## config.mk

```make
export PLATFORM = sky130hd
export DESIGN_NAME = nanorv32_bus_arb
export DESIGN_NICKNAME = d
export VERILOG_FILES = /design/src/rtl/nanorv32_bus_arb.sv
export SDC_FILE = /design/constraint.sdc
export NUM_CORES = 1
export LEC_CHECK = 0
export CAP_MARGIN = 10
export CELL_PAD_IN_SITES_DETAIL_PLACEMENT = 0
export CELL_PAD_IN_SITES_GLOBAL_PLACEMENT = 1
export CORE_ASPECT_RATIO = 1.4
export CORE_MARGIN = 10
export CORE_UTILIZATION = 28
export DETAILED_ROUTE_END_ITERATION = 8
export HOLD_SLACK_MARGIN = 0.12
export PLACE_DENSITY_LB_ADDON = 0.1
export RECOVER_POWER = 50
export SLEW_MARGIN = 25
export SYNTH_ARGS = -nofsm -noshare
export SYNTH_HDL_FRONTEND = slang
export SYNTH_SLANG_ARGS = --single-unit
```

## constraint.sdc

```tcl
create_clock -name clk -period 7.1 [get_ports clk]
set_input_delay 2.13 -clock clk [delete_from_list [all_inputs] [get_ports clk]]
set_output_delay 2.13 -clock clk [all_outputs]
set_load 0.005 [all_outputs]
```

## src/rtl/nanorv32_bus_arb.sv

```systemverilog
// nanorv32_bus_arb: lets the nanorv32 I and D AHB-lite ports share one master port.
// Build option NANORV32_ARB_RR_EN selects round-robin contests instead of D priority with a starvation limit.
module nanorv32_bus_arb #(
    parameter int unsigned STARVE_LIMIT = 4
) (
    input  logic        clk,
    input  logic        rst,
    // instruction-fetch port
    input  logic [1:0]  i_htrans,
    input  logic [31:0] i_haddr,
    input  logic [2:0]  i_hsize,
    output logic        i_hready,
    output logic [31:0] i_hrdata,
    output logic        i_hresp,
    // data port
    input  logic [1:0]  d_htrans,
    input  logic [31:0] d_haddr,
    input  logic        d_hwrite,
    input  logic [2:0]  d_hsize,
    input  logic [31:0] d_hwdata,
    output logic        d_hready,
    output logic [31:0] d_hrdata,
    output logic        d_hresp,
    // shared bus
    output logic [1:0]  m_htrans,
    output logic [31:0] m_haddr,
    output logic        m_hwrite,
    output logic [2:0]  m_hsize,
    output logic [31:0] m_hwdata,
    input  logic        m_hready,
    input  logic [31:0] m_hrdata,
    input  logic        m_hresp,
    output logic [1:0]  arb_owner
);

    typedef enum logic [1:0] {
        OWN_NONE = 2'd0,
        OWN_I    = 2'd1,
        OWN_D    = 2'd2
    } owner_e;

    localparam logic [1:0] HTRANS_IDLE   = 2'b00;
    localparam logic [1:0] HTRANS_NONSEQ = 2'b10;

    logic        pend_i_q, pend_i_d;
    logic [31:0] pend_i_addr_q, pend_i_addr_d;
    logic [2:0]  pend_i_size_q, pend_i_size_d;

    logic        pend_d_q, pend_d_d;
    logic [31:0] pend_d_addr_q, pend_d_addr_d;
    logic [2:0]  pend_d_size_q, pend_d_size_d;
    logic        pend_d_write_q, pend_d_write_d;

    owner_e      owner_q, owner_d;

`ifdef NANORV32_ARB_RR_EN
    logic        last_grant_q, last_grant_d;   // 0: I granted last, 1: D granted last
`else
    logic [3:0]  starve_cnt_q, starve_cnt_d;
`endif

    logic        i_acc, d_acc;
    logic        i_cand, d_cand;
    logic        win_i, win_d;
    logic        unused_htrans_lsb;

    // SEQ and NONSEQ are handled alike, so only htrans[1] matters
    assign unused_htrans_lsb = i_htrans[0] ^ d_htrans[0];

    assign m_hwdata  = d_hwdata;
    assign arb_owner = owner_q;

    // Per-master response: the data-phase owner sees the slave, others see hold-off
    always_comb begin
        i_hready = !pend_i_q;
        i_hresp  = 1'b0;
        i_hrdata = '0;
        if (owner_q == OWN_I) begin
            i_hready = m_hready;
            i_hresp  = m_hresp;
            i_hrdata = m_hrdata;
        end
    end

    always_comb begin
        d_hready = !pend_d_q;
        d_hresp  = 1'b0;
        d_hrdata = '0;
        if (owner_q == OWN_D) begin
            d_hready = m_hready;
            d_hresp  = m_hresp;
            d_hrdata = m_hrdata;
        end
    end

    // Live requests are only taken while the master sees HREADY high and has nothing buffered
    always_comb begin
        i_acc  = !rst && i_htrans[1] && i_hready && !pend_i_q;
        d_acc  = !rst && d_htrans[1] && d_hready && !pend_d_q;
        i_cand = pend_i_q || i_acc;
        d_cand = pend_d_q || d_acc;
    end

    always_comb begin
        win_i = i_cand;
        win_d = d_cand;
        if (i_cand && d_cand) begin
`ifdef NANORV32_ARB_RR_EN
            win_i = last_grant_q;
`else
            win_i = (starve_cnt_q == 4'(STARVE_LIMIT));
`endif
            win_d = !win_i;
        end
    end

    // The winner is driven every cycle; during wait states it stays stable because the state is frozen
    always_comb begin
        m_htrans = HTRANS_IDLE;
        m_haddr  = '0;
        m_hsize  = '0;
        m_hwrite = 1'b0;
        if (win_d) begin
            m_htrans = HTRANS_NONSEQ;
            m_haddr  = pend_d_q ? pend_d_addr_q  : d_haddr;
            m_hsize  = pend_d_q ? pend_d_size_q  : d_hsize;
            m_hwrite = pend_d_q ? pend_d_write_q : d_hwrite;
        end else if (win_i) begin
            m_htrans = HTRANS_NONSEQ;
            m_haddr  = pend_i_q ? pend_i_addr_q : i_haddr;
            m_hsize  = pend_i_q ? pend_i_size_q : i_hsize;
        end
    end

    always_comb begin
        pend_i_d       = pend_i_q;
        pend_i_addr_d  = pend_i_addr_q;
        pend_i_size_d  = pend_i_size_q;
        pend_d_d       = pend_d_q;
        pend_d_addr_d  = pend_d_addr_q;
        pend_d_size_d  = pend_d_size_q;
        pend_d_write_d = pend_d_write_q;
        owner_d        = owner_q;

        // An accepted request that is not granted this cycle must be kept, even during wait states
        if (m_hready && win_i) begin
            pend_i_d = 1'b0;
        end else if (i_acc) begin
            pend_i_d      = 1'b1;
            pend_i_addr_d = i_haddr;
            pend_i_size_d = i_hsize;
        end

        if (m_hready && win_d) begin
            pend_d_d = 1'b0;
        end else if (d_acc) begin
            pend_d_d       = 1'b1;
            pend_d_addr_d  = d_haddr;
            pend_d_size_d  = d_hsize;
            pend_d_write_d = d_hwrite;
        end

        if (m_hready) begin
            if (win_d)      owner_d = OWN_D;
            else if (win_i) owner_d = OWN_I;
            else            owner_d = OWN_NONE;
        end
    end

`ifdef NANORV32_ARB_RR_EN
    always_comb begin
        last_grant_d = last_grant_q;
        if (m_hready && win_d)      last_grant_d = 1'b1;
        else if (m_hready && win_i) last_grant_d = 1'b0;
    end
`else
    always_comb begin
        starve_cnt_d = starve_cnt_q;
        if (m_hready) begin
            if (win_i)                starve_cnt_d = 4'd0;
            else if (win_d && i_cand) starve_cnt_d = starve_cnt_q + 4'd1;
        end
    end
`endif

    always_ff @(posedge clk) begin
        if (rst) begin
            pend_i_q     <= 1'b0;
            pend_d_q     <= 1'b0;
            owner_q      <= OWN_NONE;
`ifdef NANORV32_ARB_RR_EN
            last_grant_q <= 1'b0;
`else
            starve_cnt_q <= 4'd0;
`endif
        end else begin
            pend_i_q     <= pend_i_d;
            pend_d_q     <= pend_d_d;
            owner_q      <= owner_d;
`ifdef NANORV32_ARB_RR_EN
            last_grant_q <= last_grant_d;
`else
            starve_cnt_q <= starve_cnt_d;
`endif
        end
        pend_i_addr_q  <= pend_i_addr_d;
        pend_i_size_q  <= pend_i_size_d;
        pend_d_addr_q  <= pend_d_addr_d;
        pend_d_size_q  <= pend_d_size_d;
        pend_d_write_q <= pend_d_write_d;
    end

endmodule

```

; ---- Yosys cells after proc, flatten, opt, wreduce, memory -nomap -nowiden
; Index checks and enable logic that the tools add are counted.
[word_totals]
register_bits = 79
in_bits = 143
out_inout_bits = 140
word_cells = 61
[op_classes]
addsub = 1
eq_ne = 3
n_mux = 24
bitwise = 2
reduce_logical = 22
[ops]
columns = operator, n
row1 = $mux W32, 6
row2 = $mux W3, 4
row3 = $logic_and A1 B1 Y1, 10
row4 = $mux W1, 9
row5 = $mux W4, 2
row6 = $mux W2, 3
row7 = $reduce_and A2 Y1, 3
row8 = $add A4 B1 Y4 const B, 1
row9 = $eq A4 B3 Y1 const B, 1
row10 = $logic_not A1 Y1, 4
row11 = $reduce_or A2 Y1, 2
row12 = $eq A2 B1 Y1 const B, 1
row13 = $eq A2 B2 Y1 const B, 1
row14 = $logic_or A1 B1 Y1, 2
row15 = $not A1 Y1, 2
row16 = $reduce_bool A2 Y1, 1

; ---- Logic depth before layout (Yosys ltp)
[depth]
depth_word = 10
ltp_mapped = 8
depth_no_buf = 6

; ---- Worst setup path before layout
; Ideal clock, no wire load.
[synth_timing]
path_kind = input -> register
from = in rst
to = reg pend_d_addr_q[0], enable pin
setup_ps = 474
arrival_ps = 5293
setup_slack_ps = 1333
stages = 4
cell_sequence = nand2b_1 > a221oi_1 > a21oi_1 > nor3_1
[synth_via]
elab_chain_cells = 10
[synth_rtl]
columns = item, line
row1 = "start, declared", 7  ; input logic rst,
row2 = $logic_not A1 Y1 *, "98, 99"
row3 = $logic_and A1 B1 Y1 (on tied branches) (3 in series), "98, 99"
row4 = $logic_or A1 B1 Y1 (on tied branches), "100, 101"
row5 = $logic_and A1 B1 Y1, 107  ; if (i_cand && d_cand) begin
row6 = $mux W1, 107
row7 = $logic_and A1 B1 Y1, 154  ; if (m_hready && win_d) begin
row8 = $not A1 Y1 (no source line), -
row9 = $reduce_and A2 Y1 (no source line) *, -
row10 = "end signal, assigned", 208  ; pend_d_addr_q <= pend_d_addr_d;
row11 = "end, declared", 50  ; logic [31:0] pend_d_addr_q, pend_d_addr_d;
; Every way passes the cells marked *; elsewhere a longest branch is shown, timed or not.
; A chain may end at the register's enable or synchronous reset.

; ---- Worst setup path after layout
[layout_timing]
from = in m_hready
to = out m_hsize[1]
[layout_via]
elab_chain_cells = 8
[layout_rtl]
columns = item, line
row1 = "start, declared", 30  ; input logic m_hready,
row2 = $mux W1 (on tied branches), "78, 89"
row3 = $logic_and A1 B1 Y1 (on tied branches) (2 in series), "98, 99"
row4 = $logic_or A1 B1 Y1 (on tied branches), "100, 101"
row5 = $logic_and A1 B1 Y1, 107
row6 = $mux W1, 107
row7 = $mux W3, 128  ; end else if (win_i) begin
row8 = $mux W3 *, 123  ; if (win_d) begin
row9 = "end, declared", 28  ; output logic [2:0] m_hsize,
; Marks and branches as above.

==> flow_summary.json <==
{
  "status": "complete, but fails checks",
  "violations": "max-capacitance violations, max-slew violations",
  "worstReg2RegStart": "pend_d_q$_SDFFE_PP0P_",
  "worst_hold_slack_ps": 499,
  "synth_top_area_share_pct": 46.3,
  "die_h_um": 172,
  "crit_start": "m_hready",
  "ant_nets": 0,
  "fin_nets": 695,
  "dpl.hpwl_um": 11700,
  "io_pins": 283,
  "place_area_sq_um": 6750,
  "hold_viol_final": 0,
  "cap_violations": 1,
  "cts_tree": "built",
  "synth_cells": 371,
  "clock_latency_ps": 330,
  "synth_edf_count": 71,
  "tightest_slew_ps": 2210,
  "routed-via-count": 3636,
  "critical_path.endpoint_type": "primary output",
  "hp-class": "reg2reg",
  "p_leak_nw": 2.36,
  "firstDrtPassIters": 4,
  "start_util_pct": 28.5,
  "muxShareOfSynthArea_pct": 15.4,
  "hold_start": "starve_cnt_q[3]$_SDFFE_PP0P_",
  "grt_max_degree": 38,
  "synthTopCellsByArea": "edfxtp_1 46%, mux2i_1 15%, and2_1 9.0%",
  "wirelength_um": 15500,
  "port_buffers": 215,
  "synth_top_family_by_area": "multiplexers",
  "post_cts_buffers": 0,
  "synth_top_cell_by_area": "edfxtp_1",
  "finalSetupViolCount": 0,
  "ctsResizeCount": 0,
  "pre_cts_ws_ps": 523,
  "rsz0062_at_grt": "false",
  "clk_pin_slew_worst_paths_ps": 60,
  "die_area_sq_um": 22100,
  "ys_ff_latch": 79,
  "worst_slack_ps": 322,
  "max_slew_margin_pct": -47.4,
  "skew_ps": 10.2,
  "ys_types": 39,
  "p_clk_share_pct": 41.8,
  "drcViolationCount": 0,
  "sw_frac_of_total_pct": 22.2,
  "ys.flop_type": "edfxtp_1",
  "antenna_found_initial": 5,
  "grt_pass1_vias": 3900,
  "drive_gt1_share_pct": 11.4,
  "worstPathRequired_ps": 4970,
  "avgSynthCellArea_sq_um": 12.4,
  "combPwrFrac_pct": 19.2,
  "cts_root_buffer": "clkbuf_16",
  "htreeDepth": 3,
  "finalMaxSlewViolations": 36,
  "num_rows": 55,
  "clock_sinks": 79,
  "routabilityCongestion": 0.733,
  "period_needed_ps": 6780,
  "synth_area_sq_um": 4610,
  "tns_ps": 0,
  "dieWidth_um": 128,
  "synthSimpleGateAreaFrac_pct": 13.3,
  "vias_per_cell": 4.79,
  "seq_area_frac_synth_pct": 49.7,
  "powerDensity_nw_per_um2": 191,
  "cts_buffer_depth": 2,
  "final_design_area_no_fill_sq_um": 7110,
  "yosysWarnings": 0,
  "coreArea_sq_um": 16200,
  "cts_buffers": 9,
  "syn-num-nets": 516,
  "synth-xor-area-share_pct": 0,
  "yosys.area_share.adder_pct": 0.543,
  "drt_iter0_drc": 104,
  "grt_pass1_wl_um": 23300,
  "p_switching_mw": 0.302,
  "worstSetupPathType": "in2out",
  "area_delta_synth_final_pct": 54.3,
  "overflow": 0,
  "startpoint_type": "input port",
  "worst_ep_arrival_time_ps": 4650,
  "cts_hold_buf": 0,
  "seq_power_share_pct": 39.1,
  "ir_drop_uv": 124,
  "fin_crit_sh_pct": 95.5,
  "synth-async-reset-ratio_pct": 0,
  "fmax_mhz": 148,
  "wire_per_inst_um": 20.4,
  "intPower_mw": 1.06,
  "track_usage_pct": 13.5,
  "synth_common_cells": "71 x edfxtp_1, 71 x mux2i_1, 66 x and2_1",
  "worstPathMaxFanout": 35,
  "synth-compound-area-share_pct": 11.9
}
==> flip-flops by register name, indices dropped and copies added (netlist names) <==
| register | count |
|---|---|
| arb_owner | 2 |
| pend_d_addr_q | 32 |
| pend_d_q | 1 |
| pend_d_size_q | 3 |
| pend_d_write_q | 1 |
| pend_i_addr_q | 32 |
| pend_i_q | 1 |
| pend_i_size_q | 3 |
| starve_cnt_q | 4 |
==> final timing paths <==
path	end	slack [ps]	depth (start not counted)
max	m_hsize[1]	320	7
min reg2reg	starve_cnt_q[3]$_SDFFE_PP0P_	500	2
min	starve_cnt_q[3]$_SDFFE_PP0P_	500	2
max reg2reg	pend_i_addr_q[27]$_DFFE_PP_	3240	5
==> placed cells by master (no fill, tap or decap), types with 6 or more instances in the layout <==
master and count:
and2_1 66, dfxtp_1 6, mux2i_1 71, nor2_1 7, clkbuf_16 9, o22ai_2 30
clkdlybuf4s50_1 141, buf_4 7, dlygate4sd3_1 74, a21oi_1 6, edfxtp_1 71
==> through the flow <==
stage	cells	utilization (%)	power, mW
2_1_floorplan	371	-	0.665
3_5_place_dp	738	41.7	0.816
3_3_place_gp	738	41.7	0.816
6_report	759	44.0	1.36
4_1_cts	754	44.0	1.39
5_1_grt	755	43.9	1.42
==> power groups by stage <==
stage / sequential (mW) / combinational (mW) / clock (mW)
2_1_floorplan: 0.539 / 0.126 / 0
3_3_place_gp: 0.541 / 0.275 / 0
3_5_place_dp: 0.542 / 0.275 / 0
4_1_cts: 0.532 / 0.276 / 0.586
5_1_grt: 0.533 / 0.284 / 0.606
6_report: 0.532 / 0.261 / 0.568
==> cells by family after synthesis <==
family	Yosys count
adder cells (fa/ha/maj)	2
buffers and inverters	63
other	1
multiplexers	71
flip-flops	79
AND/OR/NAND/NOR	100
AO/OA/AOI/OAI	55
==> layout make-up <==
cell class                 count  area [sq um]
clock inverter                 7           144
tap                          199           249
antenna                        5          12.5
timing repair buffer         226          2250
multi-input combinational    229          1920
clock buffer                   9           225
inverter                       5          18.8
sequential                    79          2290
fill                        1529          9060
==> critical path, cell delays in order <==
cell             delay [ps]
dlygate4sd3_1           640
or4b_4                  570
o211ai_1                240
nand2b_2                120
buf_12                  220
o22ai_1                 160
clkdlybuf4s50_1         550
==> routing by layer <==
layer  vias to the layer above  GRT usage, %  wire (um)
li1                       1703             -          -
met1                      1711          14.2       5780
met2                       202          22.8       7370
met3                        20          6.59       2060
met4                         0          4.42        280
met5                         -             0          0
No activity file was read; power rests on OpenSTA's default activity.
